[src/rtl/fios_res_collect.sv]
// Collects s result words from a FIOS multiplier, optionally applies one conditional subtraction
// of P, and holds the reduced result on a valid/ready handshake.
module fios_res_collect #(
  parameter int unsigned WORD_WIDTH = 17,
  parameter int unsigned s          = 8,
  parameter int unsigned REDUCE     = 1
) (
  input  logic                      clock_i,
  input  logic                      reset_n_i,
  input  logic [WORD_WIDTH-1:0]     RES_i,
  input  logic                      RES_push_i,
  input  logic                      done_i,
  input  logic [s*WORD_WIDTH-1:0]   p_i,
  output logic [s*WORD_WIDTH-1:0]   res_o,
  output logic                      res_valid_o,
  input  logic                      res_ready_i,
  output logic                      busy_o,
  output logic                      err_o
);

  localparam int unsigned CntW = $clog2(s + 1);
  localparam int unsigned ResW = s * WORD_WIDTH;
  localparam logic [CntW:0] SFull = (CntW + 1)'(s);

  typedef enum logic [1:0] {StCollect, StSub, StHold} state_e;

  state_e                state_q, state_d;
  logic [CntW-1:0]       wr_cnt_q, wr_cnt_d;
  logic [CntW-1:0]       k_q, k_d;
  logic                  borrow_q, borrow_d;
  logic                  err_q, err_d;
  logic [WORD_WIDTH-1:0] buf_q [s];
  logic [WORD_WIDTH-1:0] buf_d [s];
  logic [WORD_WIDTH-1:0] diff_q [s];
  logic [WORD_WIDTH-1:0] diff_d [s];
  logic [ResW-1:0]       res_q, res_d;

  logic [WORD_WIDTH-1:0] cur_res, cur_p;
  logic [WORD_WIDTH:0]   cur_sub;
  logic [CntW:0]         push_total;

  // Word currently being subtracted in StSub
  always_comb begin
    cur_res = '0;
    cur_p   = '0;
    for (int i = 0; i < s; i++) begin
      if (k_q == CntW'(i)) begin
        cur_res = buf_q[i];
        cur_p   = p_i[i*WORD_WIDTH +: WORD_WIDTH];
      end
    end
  end

  // MSB of the widened difference is the borrow out of this word
  assign cur_sub    = {1'b0, cur_res} - {1'b0, cur_p} - {{WORD_WIDTH{1'b0}}, borrow_q};
  assign push_total = {1'b0, wr_cnt_q} + {{CntW{1'b0}}, RES_push_i};

  always_comb begin
    state_d  = state_q;
    wr_cnt_d = wr_cnt_q;
    k_d      = k_q;
    borrow_d = borrow_q;
    err_d    = err_q;
    buf_d    = buf_q;
    diff_d   = diff_q;
    res_d    = res_q;

    unique case (state_q)
      StCollect: begin
        if (RES_push_i) begin
          if (wr_cnt_q == CntW'(s)) begin
            err_d = 1'b1;
          end else begin
            for (int i = 0; i < s; i++) begin
              if (wr_cnt_q == CntW'(i)) buf_d[i] = RES_i;
            end
            wr_cnt_d = wr_cnt_q + 1'b1;
          end
        end
        if (done_i) begin
          wr_cnt_d = '0;
          if (push_total == SFull) begin
            if (REDUCE != 0) begin
              state_d  = StSub;
              k_d      = '0;
              borrow_d = 1'b0;
            end else begin
              state_d = StHold;
              for (int i = 0; i < s; i++) res_d[i*WORD_WIDTH +: WORD_WIDTH] = buf_d[i];
            end
          end else begin
            err_d = 1'b1;
          end
        end
      end

      StSub: begin
        if (RES_push_i || done_i) err_d = 1'b1;
        for (int i = 0; i < s; i++) begin
          if (k_q == CntW'(i)) diff_d[i] = cur_sub[WORD_WIDTH-1:0];
        end
        borrow_d = cur_sub[WORD_WIDTH];
        k_d      = k_q + 1'b1;
        if (k_q == CntW'(s - 1)) begin
          state_d = StHold;
          // Final borrow set means RES < P: keep the collected words untouched
          for (int i = 0; i < s; i++) begin
            res_d[i*WORD_WIDTH +: WORD_WIDTH] = cur_sub[WORD_WIDTH] ? buf_q[i] : diff_d[i];
          end
        end
      end

      StHold: begin
        if (RES_push_i || done_i) err_d = 1'b1;
        if (res_ready_i) state_d = StCollect;
      end

      default: state_d = StCollect;
    endcase
  end

  always_ff @(posedge clock_i or negedge reset_n_i) begin
    if (!reset_n_i) begin
      state_q  <= StCollect;
      wr_cnt_q <= '0;
      k_q      <= '0;
      borrow_q <= 1'b0;
      err_q    <= 1'b0;
      res_q    <= '0;
      for (int i = 0; i < s; i++) begin
        buf_q[i]  <= '0;
        diff_q[i] <= '0;
      end
    end else begin
      state_q  <= state_d;
      wr_cnt_q <= wr_cnt_d;
      k_q      <= k_d;
      borrow_q <= borrow_d;
      err_q    <= err_d;
      res_q    <= res_d;
      for (int i = 0; i < s; i++) begin
        buf_q[i]  <= buf_d[i];
        diff_q[i] <= diff_d[i];
      end
    end
  end

  assign res_o       = res_q;
  assign res_valid_o = (state_q == StHold);
  assign busy_o      = !((state_q == StCollect) && (wr_cnt_q == '0));
  assign err_o       = err_q;

endmodule

[config.mk]
export PLATFORM = sky130hd
export DESIGN_NAME = fios_res_collect
export DESIGN_NICKNAME = d
export VERILOG_FILES = /design/src/rtl/fios_res_collect.sv
export SDC_FILE = /design/constraint.sdc
export NUM_CORES = 1
export LEC_CHECK = 0
export BUFFER_PORTS_ARGS = -buffer_cell sky130_fd_sc_hd__buf_2
export CAP_MARGIN = 20
export CORE_MARGIN = 1
export CORE_UTILIZATION = 52
export CTS_CLUSTER_SIZE = 25
export DETAILED_ROUTE_END_ITERATION = 8
export PLACE_DENSITY = 0.77
export SYNTH_ARGS = -nofsm -noshare
export SYNTH_HDL_FRONTEND = slang
export SYNTH_SLANG_ARGS = --single-unit
[constraint.sdc]
create_clock -name clock_i -period 4.55 [get_ports clock_i]
set_input_delay 0.455 -clock clock_i [delete_from_list [all_inputs] [get_ports clock_i]]
set_output_delay 0.455 -clock clock_i [all_outputs]
set_load 0.1 [all_outputs]
==> summary.md <==
| Metric | Value |
|---|---|
| Post-synth EDFFs | 0 |
| Top cell type's share of synthesized area | 0.494 |
| Critical path class | reg -> reg |
| Die height | 200 µm |
| Final wirelength | 72.9 mm |
| Hold Buf Count CTS | 0 |
| DRT Pass-1 Iters | 6 |
| DRC | 0 |
| Worst setup path startpoint | k_q[0] |
| Avg Inst Size Synth | between 9 and 10 µm² |
| Cell taking the most area after synthesis | dfrtp_1 |
| Cell variety after synth | 60 |
| Hpwl dp | 48.2 mm |
| Reg clk slew, reported paths | 0.07 ns |
| GRT Util Overall | 0.349 |
| Status | finished, violations left |
| Cells after Synth | 2131 |
| CTS max path bufs | 3 |
| Wire per inst | 23.9 µm |
| Final ANT Viol Nets | 0 |
| Top post-synthesis cells by area | dfrtp_1 49%, mux2_2 8.7%, a21oi_1 4.8%, nand2_1 4.5%, nor2_1 4.5% |
| Site Rows | 72 |
| Final count of pins violating max slew | 0 |
| Grt ovf | 0 |
| First-pass GRT wire length | roughly 110 mm |
| Final non-filler cell area | 26200 µm² |
| RSZ-0062 raised after global routing | true |
| P&R area growth vs syn | 28.4% |
| Final #Nets | roughly 2700 |
| Seq/Total Area, Yosys | 0.494 |
| Top achievable clock speed | 0.205 GHz |
| Initial antenna violation count | 7 |
| Starting Density | 0.528 |
| Final hold vios | 20 |
| Nature of the critical path startpoint | register |
| Vias in the first global route | about 18000 |
| Syn Std Cell Area | a little over 20000 µm² |
| IO Pins | about 300 |
| CTS tree | built |
| Input/output buffers | 296 |
| Die area | between 40000 and 50000 µm² |
| Htree depth | 2 |
| Clk Latency, worst-skew pair | 0.55 ns |
| Hold WS | -0.0439 ns |
| Routability cong. | 0.959 |
| Post-place instance area | 23600 µm² |
| Required @ worst endpoint | about 5.0 ns |
| Placed insts | 2945 |
| Tightest Hold Check Type | in -> async |
| Largest net degree at the start of global routing | between 100 and 150 |
| Yosys warns | 0 |
| R2R setup slack | -0.33 ns |
| Layout cells sized above 1 | 0.347 |
| Least-Margin Pin Slew | approximately 1.2 ns |
| FF-to-FF Start | k_q[0] |
| Post-synthesis net count | 2334 |
| Vias/cell | 6.37 |
| Initial DRC count | 2090 |
| CTS sink count | 403 |
| Most used DFF post-synth | dfrtp_1 |
| Final worst path period need | 4.88 ns |
| Max-cap violations | 0 |
| Failing checks | negative hold slack, negative setup slack |
| Core Util, Final | 0.678 |
| Post-Route Skew | roughly 0.022 ns |
| Core box area | 38600 µm² |
| Root buffer cell | clkbuf_16 |
| Worst r2r path cells | 25 |
| Worst EP arrival | 5.29 ns |
| Final worst-path cycle share | 1.07 |
| Rel. slew slack | 0.182 |
| Number of synthesized register bits | 403 |
| Setup crit end kind | register |
| Final worst setup slack | -0.325 ns |
| Number of buffers created by CTS | 43 |
| Critical Path Fanout Max | 15 |
| Via count | around 19000 |
| Synth async-reset ratio | 1.00 |
| Die width | ~200 µm |
| Finished Layout Cells | 3048 |
| # setup viols final | 170 |
| Worst reg2reg path endpoint | res_o[56] |
## layout by cell type, fill, tap and decap left out, drive strengths merged, types with 8 or more instances in the layout
| cell type | netlist | layout |
|---|---|---|
| nor3 | 53 | 53 |
| mux2i | 28 | 28 |
| clkinv | 0 | 10 |
| a311oi | 17 | 17 |
| clkbuf | 140 | 62 |
| mux2 | 157 | 157 |
| nand2 | 243 | 243 |
| a221o | 19 | 19 |
| nor2 | 243 | 243 |
| dfrtp | 403 | 403 |
| o21ai | 109 | 109 |
| buf | 37 | 496 |
| a31oi | 23 | 23 |
| inv | 44 | 45 |
| a211oi | 40 | 40 |
| a22oi | 17 | 17 |
| a21oi | 195 | 195 |
| and3 | 8 | 8 |
| a221oi | 32 | 32 |
| ha | 43 | 43 |
| or3 | 14 | 14 |
| o311ai | 62 | 62 |
| o211ai | 19 | 19 |
| xor2 | 10 | 10 |
| nand3 | 110 | 110 |
## how the worst max path moves through the flow
stage                  to  slack (ns)  depth (start not counted)
2_1_floorplan  res_o[110]        0.03                         25
4_1_cts         res_o[56]       -0.03                         27
6_report        res_o[56]       -0.33                         25
3_3_place_gp   res_o[105]       -0.28                         23
5_1_grt         res_o[56]       -0.43                         25
3_5_place_dp    res_o[44]       -0.39                         24
## metrics by stage
step                      setup WS (ns)  setup TNS [ns]
after global routing             -0.426          -57.44
after global placement           -0.284          -22.45
after CTS                       -0.0313          -0.231
after floorplan                  0.0297               0
after detailed placement         -0.389          -38.84
final                            -0.325          -35.74
## synth_stat cells, types with 22 or more instances
cell	count
a211oi_1	40
a21oi_1	194
a221oi_1	32
a31oi_1	22
clkbuf_1	140
dfrtp_1	403
ha_1	43
inv_1	44
mux2_2	157
mux2i_1	28
nand2_1	243
nand3_1	109
nor2_1	242
nor3_1	53
o21ai_0	84
o21ai_1	25
o311ai_1	62
## repair_timing
item | 4_1_cts | 5_1_grt
gates resized for setup | 107 | 90
pin swaps | 40 | 46
endpoints found under the setup margin | 199 | 197
cloned | 4 | 5
setup buffers | 13 | 7
## worst max-delay path: stages (launching register included)
cell and delay [ns]:
dfrtp_1 0.43, inv_2 0.12, ha_2 0.20, buf_4 0.17
nand2_2 0.10, buf_12 0.17, buf_4 0.18, o211ai_1 0.25
a311oi_1 0.20, a21oi_2 0.30, nand2_1 0.10, o21ai_0 0.11
ha_1 0.19, inv_1 0.08, ha_4 0.29, o2111a_2 0.27
nand3_4 0.11, nand3_4 0.13, a31oi_4 0.10, a21oi_4 0.24
buf_12 0.15, xnor2_4 0.12, buf_6 0.17, nor2_1 0.06
buf_4 0.21, a221o_1 0.30
## registers in the layout (all words and copies together) (netlist names)
name and count:
borrow_q 1, state_q 2, wr_cnt_q 4, buf_q 136, res_o 136, err_o 1, diff_q 119, k_q 4
## layout make-up
type / count / area (µm²)
Fill cell: 2791 / 12500
Timing Repair Buffer: 502 / 3690
Inverter: 44 / 165
Tap cell: 518 / 648
Antenna cell: 2 / 5.00
Multi-Input combinational cell: 1507 / 10300
Sequential cell: 403 / 10100
Clock buffer: 56 / 1170
Clock inverter: 16 / 168
## layer usage
layer,GRT usage,share of wire,up-vias
met2,0.544,0.46,1167
met4,0.172,0.054,8
met5,0,0.00049,-
li1,-,-,8432
met1,0.466,0.38,9534
met3,0.0701,0.10,276
## cell families after synthesis
logic type,after synthesis,synth area share
buffers and inverters,221,0.0429
AND/OR/NAND/NOR,695,0.144
XOR/XNOR,17,0.00914
adder cells (fa/ha/maj),45,0.0283
flip-flops,403,0.494
multiplexers,185,0.100
AO/OA/AOI/OAI,565,0.181
Power is left out: the tool's default activity adds up to more than one toggle a clock period on the data nets, which glitch-free logic cannot reach.
